--- src/rtl/stage_frame_reader.sv ---
// Frame-boundary snapshot and playfield cell scanner feeding the framebuffer writer.
// Optional cell_border output is enabled by defining STAGE_FRAME_BORDER_EN.
module stage_frame_reader #(
  parameter int unsigned GRID_W = 40,
  parameter int unsigned GRID_H = 30,
  parameter int unsigned ADDR_W = 11,
  parameter int unsigned CNT_W  = 16
) (
  input  logic              clock,
  input  logic              reset,
  input  logic [31:0]       rstage,
  input  logic              isDrawing,
  output logic              cell_valid,
  input  logic              cell_ready,
  output logic [ADDR_W-1:0] cell_addr,
  output logic [5:0]        cell_x,
  output logic [4:0]        cell_y,
  output logic [31:0]       cell_stage,
  output logic              cell_last,
  output logic              frame_busy,
  output logic [CNT_W-1:0]  frame_count,
  output logic              overrun
`ifdef STAGE_FRAME_BORDER_EN
  ,
  output logic              cell_border
`endif
);

  typedef enum logic [1:0] {IDLE, LATCH, SCAN, DONE} state_e;

  localparam logic [5:0] X_LAST = 6'(GRID_W - 1);
  localparam logic [4:0] Y_LAST = 5'(GRID_H - 1);

  state_e              state_q, state_d;
  logic                prev_draw_q;
  logic [5:0]          x_q, x_d;
  logic [4:0]          y_q, y_d;
  logic [ADDR_W-1:0]   addr_q, addr_d;
  logic [31:0]         stage_q, stage_d;
  logic [CNT_W-1:0]    count_q, count_d;
  logic                ovr_q, ovr_d;

  logic boundary;
  logic last_cell;
  logic xfer;

  assign boundary  = prev_draw_q & ~isDrawing;
  assign last_cell = (x_q == X_LAST) && (y_q == Y_LAST);
  assign xfer      = cell_valid & cell_ready;

  always_ff @(posedge clock) begin
    if (reset) state_q <= IDLE;
    else       state_q <= state_d;
  end

  always_comb begin
    state_d = state_q;
    unique case (state_q)
      IDLE:    if (boundary) state_d = LATCH;
      LATCH:   state_d = SCAN;
      SCAN:    if (xfer && last_cell) state_d = DONE;
      DONE:    state_d = IDLE;
      default: state_d = IDLE;
    endcase
  end

  always_comb begin
    cell_valid = (state_q == SCAN);
    frame_busy = (state_q == SCAN);
    cell_last  = (state_q == SCAN) && last_cell;
`ifdef STAGE_FRAME_BORDER_EN
    cell_border = (state_q == SCAN) &&
                  ((x_q == '0) || (x_q == X_LAST) || (y_q == '0) || (y_q == Y_LAST));
`endif
  end

  // Indices stay parked on the final cell after its transfer so they never leave the grid.
  always_comb begin
    x_d     = x_q;
    y_d     = y_q;
    addr_d  = addr_q;
    stage_d = stage_q;
    count_d = count_q;
    ovr_d   = ovr_q | (boundary && (state_q != IDLE));
    if (state_q == LATCH) begin
      stage_d = rstage;
      x_d     = '0;
      y_d     = '0;
      addr_d  = '0;
    end else if (xfer && !last_cell) begin
      addr_d = addr_q + ADDR_W'(1);
      if (x_q == X_LAST) begin
        x_d = '0;
        y_d = y_q + 5'(1);
      end else begin
        x_d = x_q + 6'(1);
      end
    end
    if (state_q == DONE) count_d = count_q + CNT_W'(1);
  end

  always_ff @(posedge clock) begin
    if (reset) begin
      prev_draw_q <= 1'b0;
      x_q         <= '0;
      y_q         <= '0;
      addr_q      <= '0;
      stage_q     <= '0;
      count_q     <= '0;
      ovr_q       <= 1'b0;
    end else begin
      prev_draw_q <= isDrawing;
      x_q         <= x_d;
      y_q         <= y_d;
      addr_q      <= addr_d;
      stage_q     <= stage_d;
      count_q     <= count_d;
      ovr_q       <= ovr_d;
    end
  end

  assign cell_x      = x_q;
  assign cell_y      = y_q;
  assign cell_addr   = addr_q;
  assign cell_stage  = stage_q;
  assign frame_count = count_q;
  assign overrun     = ovr_q;

endmodule

--- config.mk ---
export PLATFORM = sky130hd
export DESIGN_NAME = stage_frame_reader
export DESIGN_NICKNAME = d
export VERILOG_FILES = /design/src/rtl/stage_frame_reader.sv
export SDC_FILE = /design/constraint.sdc
export NUM_CORES = 1
export LEC_CHECK = 0
export ABC_AREA = 1
export CORE_MARGIN = 3
export CORE_UTILIZATION = 46
export CTS_CLUSTER_DIAMETER = 80
export DETAILED_ROUTE_END_ITERATION = 8
export HOLD_SLACK_MARGIN = 0.15
export PLACE_DENSITY = 0.8
export SETUP_SLACK_MARGIN = 0.5
export SLEW_MARGIN = 30
export SYNTH_ARGS = -nofsm -noshare
export SYNTH_HDL_FRONTEND = slang
export SYNTH_SLANG_ARGS = --single-unit
--- constraint.sdc ---
create_clock -name clock -period 1.6 [get_ports clock]
set_input_delay 0.24 -clock clock [delete_from_list [all_inputs] [get_ports clock]]
set_output_delay 0.24 -clock clock [all_outputs]
set_load 0.01 [all_outputs]
==> results of run 1 <==
## repair_timing
action                     CTS
buffers inserted            44
setup endpoints to repair  141
cloned                       7
pin swaps                   49
gates resized for setup    531
hold endpoints to repair     0
## cells by family after synthesis
| logic type | after synthesis |
|---|---|
| AOI/OAI and AO/OA | 81 |
| buffers and inverters | 56 |
| and+or+nand+nor | 221 |
| adders and majority gates | 10 |
| DFF | 74 |
| xor gates and xnor gates | 11 |
## per-stage QoR
stage | worst slack, ps | std cells | setup TNS, ps | hold WS [ps] | instance area [um2]
after floorplan | 247 | 453 | 0 | 312 | 3480
after global placement | -52.2 | 664 | -52.2 | 463 | 4790
after detailed placement | -56.0 | 664 | -56.0 | 467 | 4790
after CTS | 16.5 | 731 | 0 | 420 | 5820
## synthesized netlist by cell type
master | count | area [um2]
or2_2 | 1 | 6.26
nor2_1 | 106 | 398
nand2_1 | 75 | 282
ha_1 | 10 | 125
nor2_4 | 2 | 22.5
nor3_1 | 3 | 15.0
xor2_1 | 6 | 52.6
a21oi_4 | 1 | 16.3
inv_2 | 1 | 3.75
buf_6 | 1 | 11.3
inv_1 | 39 | 146
nand2_2 | 2 | 12.5
o21a_1 | 1 | 7.51
nand3_2 | 1 | 10.0
dfxtp_1 | 74 | 1480
nand2_4 | 2 | 22.5
nor2_2 | 2 | 12.5
buf_4 | 2 | 15.0
nand4_1 | 6 | 37.5
buf_12 | 1 | 20.0
nand3_1 | 21 | 105
a21oi_2 | 5 | 43.8
buf_2 | 2 | 10.0
buf_1 | 1 | 3.75
clkbuf_1 | 9 | 33.8
xnor2_1 | 5 | 43.8
a21oi_1 | 25 | 125
o21ai_0 | 49 | 245
==> summary.txt, run 1 <==
Yosys
  – Yosys reg bits: 74
  – Simple-Gate Fraction of Synth Area: 0.279
  – Post-Syn Area: 3310 um2
  – Post-Synthesis Cells: 453
  – Largest family of logic cells by synthesized area: simple AND/OR/NAND/NOR gates
  – Syn_nets: 499
  – Synth cell types: 28
  – Ys Warns: 0
  – Mux contribution to synthesized area: 0
  – Compound-Gate Fraction of Synth Area: 0.132
  – Sequential-to-total area share from yosys stat: 0.448
  – Post-Synth Adder-Cell Area: 0.0378
  – Xor and xnor area share after synthesis: 0.0291
  – Syn Area/Cell: 7.30 um2

CTS
  – CTS sink count: 74
  – Clk root buf: clkbuf_8
  – Hold-fix buffers, CTS: 0
  – Htree depth: 3
  – Cts bufs inserted: 9
  – Clock buffer depth: 2

Status
  – Halt Reason: [ERROR DPL-0033] detailed placement checks failed during check placement.
  – Fail Step: global routing (5_1_grt)
  – Status: did not finish

Die
  – Die Y: 90.8 um
  – Starting Density: 0.482
  – Top-level port count: 110
  – Row cnt: 30
  – Die X: 90.8 um

Timing
  – Worst_ep grt: cell_x[2]$_SDFFE_PP0P_/D
  – Worst endpoint type: register data pin

Placement
  – Detailed Place HPWL: 6250 um
  – GP Congestion: 0.792
  – Port-buffer cells: 109

Global routing
  – Largest net degree at the start of global routing: 50
  – Initial antenna violation count: 0
==> run 2, diff against run 1 <==
Settings changed: CORE_UTILIZATION 46 to 40, CTS_CLUSTER_DIAMETER 80 to not set, HOLD_SLACK_MARGIN 0.15 to not set, PLACE_DENSITY 0.8 to not set, PLACE_DENSITY_LB_ADDON set to 0.15, SETUP_SLACK_MARGIN 0.5 to not set.
==> run 2 against run 1 <==
The flow now finishes without violations. Synthesized cell count is the same. Area after synthesis unchanged.
==> summary.txt, run 2 <==
Final layout
  – FF+latch area: 1510 um2
  – Max reg flops: 32
  – Area occupied by multi-input gates: 1660 um2
  – Area growth syn-to-layout: 51.7%
  – Commonest non-fill, non-tap cell in the layout: nor2_1
  – Nets: 635
  – Fillers: 709
  – N_diodes: 0
  – Leading cell types in the layout, fill and taps excluded: nor2_1, clkdlybuf4s50_1, nand2_1
  – Share of layout cells above drive strength 1: 0.153

Yosys
  – Xor and xnor area share after synthesis: 0.0291 (unchanged)
  – Async S/R FF share, synth: 0 (unchanged)
  – Most frequent cell after synthesis: nor2_1 (unchanged)
  – Post-synth top flop: dfxtp_1 (unchanged)
  – Syn_nets: 499 (unchanged)
  – Ys Warns: 0 (unchanged)
  – Synth cell types: 28 (unchanged)
  – Synth cell count leaders: nor2_1, nand2_1, dfxtp_1 (unchanged)
  – Syn Area/Cell: 7.30 um2 (unchanged)
  – Sequential-to-total area share from yosys stat: 0.448 (unchanged)
  – Post-Syn Area: 3310 um2 (unchanged)
  – Simple-Gate Fraction of Synth Area: 0.279 (unchanged)
  – Number of synthesized flops with an enable pin: 0 (unchanged)
  – Mux contribution to synthesized area: 0 (unchanged)
  – Post-Synth Adder-Cell Area: 0.0378 (unchanged)
  – Area leader, netlist: dfxtp_1 (unchanged)
  – Yosys reg bits: 74 (unchanged)
  – Largest family of logic cells by synthesized area: simple AND/OR/NAND/NOR gates (unchanged)
  – Area share of the largest cell type after synthesis: 0.448 (unchanged)
  – Ranking of synthesized cells by area: dfxtp_1, nor2_1, nand2_1 (unchanged)
  – Compound-Gate Fraction of Synth Area: 0.132 (unchanged)
  – Post-Synthesis Cells: 453 (unchanged)

Worst setup path
  – CP Max Fanout: 2
  – Delay-heaviest family, CP: simple AND/OR/NAND/NOR gates
  – Max stage delay cell, worst path: dfxtp_2
  – Crit Path Category: flop to output port
  – Worst Setup SP: cell_y[1]
  – CP bufs+invs: 2
  – Worst EP arrival: 1340 ps
  – Slowest stage delay, CP: 330 ps
  – Critical Path Start Type: flop
  – Worst-path cell chain: inv_2, ha_4, nand3_2, nor2_4, nand2_4, nor2_2, buf_2
  – Crit. End Element: output port
  – Reg2reg start: frame_count[0]
  – Worst path required time: 1360 ps

Timing
  – Min Tclk post-route: 1580 ps
  – FMAX: 635 MHz
  – RSZ-0062 raised after global routing: yes
  – Final worst slack: 24.3 ps
  – Hold WS: 474 ps
  – Worst-margin pin slew: 273 ps
  – TNS Setup: 0 ps
  – Slew Limit Fails: 0
  – Post-route clock skew: 10.7 ps
  – Final Hold Fails: 0
  – Crit share post-route: 0.985
  – Final setup fails: 0
  – Rel. slew slack: 0.818

CTS
  – Clk slew on worst S/H paths: 70 ps
  – Htree depth: 3 (unchanged)
  – Clock buffer depth: 2 (unchanged)
  – TritonCTS clock tree: built
  – Cts bufs inserted: 9 (unchanged)
  – Worst skew pair latency: 340 ps
  – Clk root buf: clkbuf_8 (unchanged)
  – Hold-fix buffers, CTS: 0 (unchanged)
  – CTS sink count: 74 (unchanged)

Routing
  – DR DRC count: 0
  – Via count: 3335
  – DR iter-0 viols: 92
  – Routed vias/inst: 4.79
  – Final ANT Viol Nets: 0
  – Router iterations before antenna repair: 4
  – Routed length per instance: 12.1 um
  – DRT Wirelength: 8390 um

Placement
  – Port-buffer cells: 109 (unchanged)
  – GP Congestion: 0.841 (was 0.792)
  – Detailed Place HPWL: 5980 um (was 6250 um)
  – Place WS: -50.1 ps (was -56.0 ps)

Die
  – Starting Density: 0.419 (was 0.482)
  – Core area: 7890 um2
  – Die X: 96.9 um (was 90.8 um)
  – Die Area: 9400 um2
  – Row cnt: 32 (was 30)
  – Die Y: 96.9 um (was 90.8 um)
  – Top-level port count: 110 (unchanged)

Run
  – Max Cap Viol: 0

Pwr
  – Leakage: 2.09 nW
  – Pwr dens: 1160 nW/um2
  – Peak VDD IR: 700 uV
  – Pwr Total: 0.00581 W

Status
  – Status: finished clean (was did not finish)

Global routing
  – Grt ovf: 0
  – First-pass GRT wire length: 14100 um
  – Gr usage total: 0.176
  – Largest net degree at the start of global routing: 33
  – Vias in the first global route: 3228
  – Initial antenna violation count: 0

Hold path
  – Min-delay worst type: flop to flop
  – Hold_sp: overrun
[run 2: cells by family (layout without fill, tap and decap cells)]
logic type / after synthesis / count (layout)
and+or+nand+nor: 221 / 221
adders and majority gates: 10 / 10
buffers and inverters: 56 / 197
DFF: 74 / 74
AOI/OAI and AO/OA: 81 / 81
xor gates and xnor gates: 11 / 11
[run 2: report_power, final]
| part | total, W | internal (W) | switching (W) |
|---|---|---|---|
| logic | 0.00202 | 0.00101 | 0.00102 |
| registers | 0.00238 | 0.00218 | 0.000192 |
| clock network | 0.00141 | 0.000723 | 0.000684 |
[run 2: cell type report]
| type | instances | area share |
|---|---|---|
| clock buffers | 10 | 0.0254 |
| repair buffers | 141 | 0.276 |
| well taps | 102 | 0.0254 |
| clock inverters | 6 | 0.0132 |
| inverters | 40 | 0.0299 |
| multi-input cells | 323 | 0.330 |
| flip-flops and latches | 74 | 0.300 |
[run 2: through the flow]
step	instance area, um2	util	instances
5_1_grt	5020	0.636	696
3_3_place_gp	4710	0.597	678
6_report	5020	0.636	696
4_1_cts	4910	0.623	694
2_1_floorplan	3310	-	453
3_5_place_dp	4710	0.597	678
[run 2: worst paths after layout]
check	to	slack, ps	depth (start not counted)
max	cell_last	20	7
min	overrun	470	1
min reg2reg	overrun	470	1
max reg2reg	frame_count[14]	160	8
[run 2: timing repair]
action / CTS / global route
buffers inserted: 0 / 2
setup endpoints to repair: 11 / 30
pin swaps: 0 / 8
gates cloned: 0 / 0
gates resized for setup: 18 / 34
[run 2: metal layers]
layer | GRT usage | wire length, um | vias up | share of wire
met5 | 0 | 0 | - | 0
met3 | 0.0570 | 590 | 11 | 0.070
met1 | 0.214 | 3810 | 1521 | 0.45
met4 | 0.0659 | 116 | 0 | 0.014
met2 | 0.290 | 3870 | 86 | 0.46
li1 | - | - | 1717 | -
[run 2: worst register-to-register path, delay by kind of cell, from the launching register on]
family | cells | cell delay (ps)
and+or+nand+nor | 7 | 790
DFF | 1 | 370
adders and majority gates | 1 | 170
(Power assumes the default switching activity.)
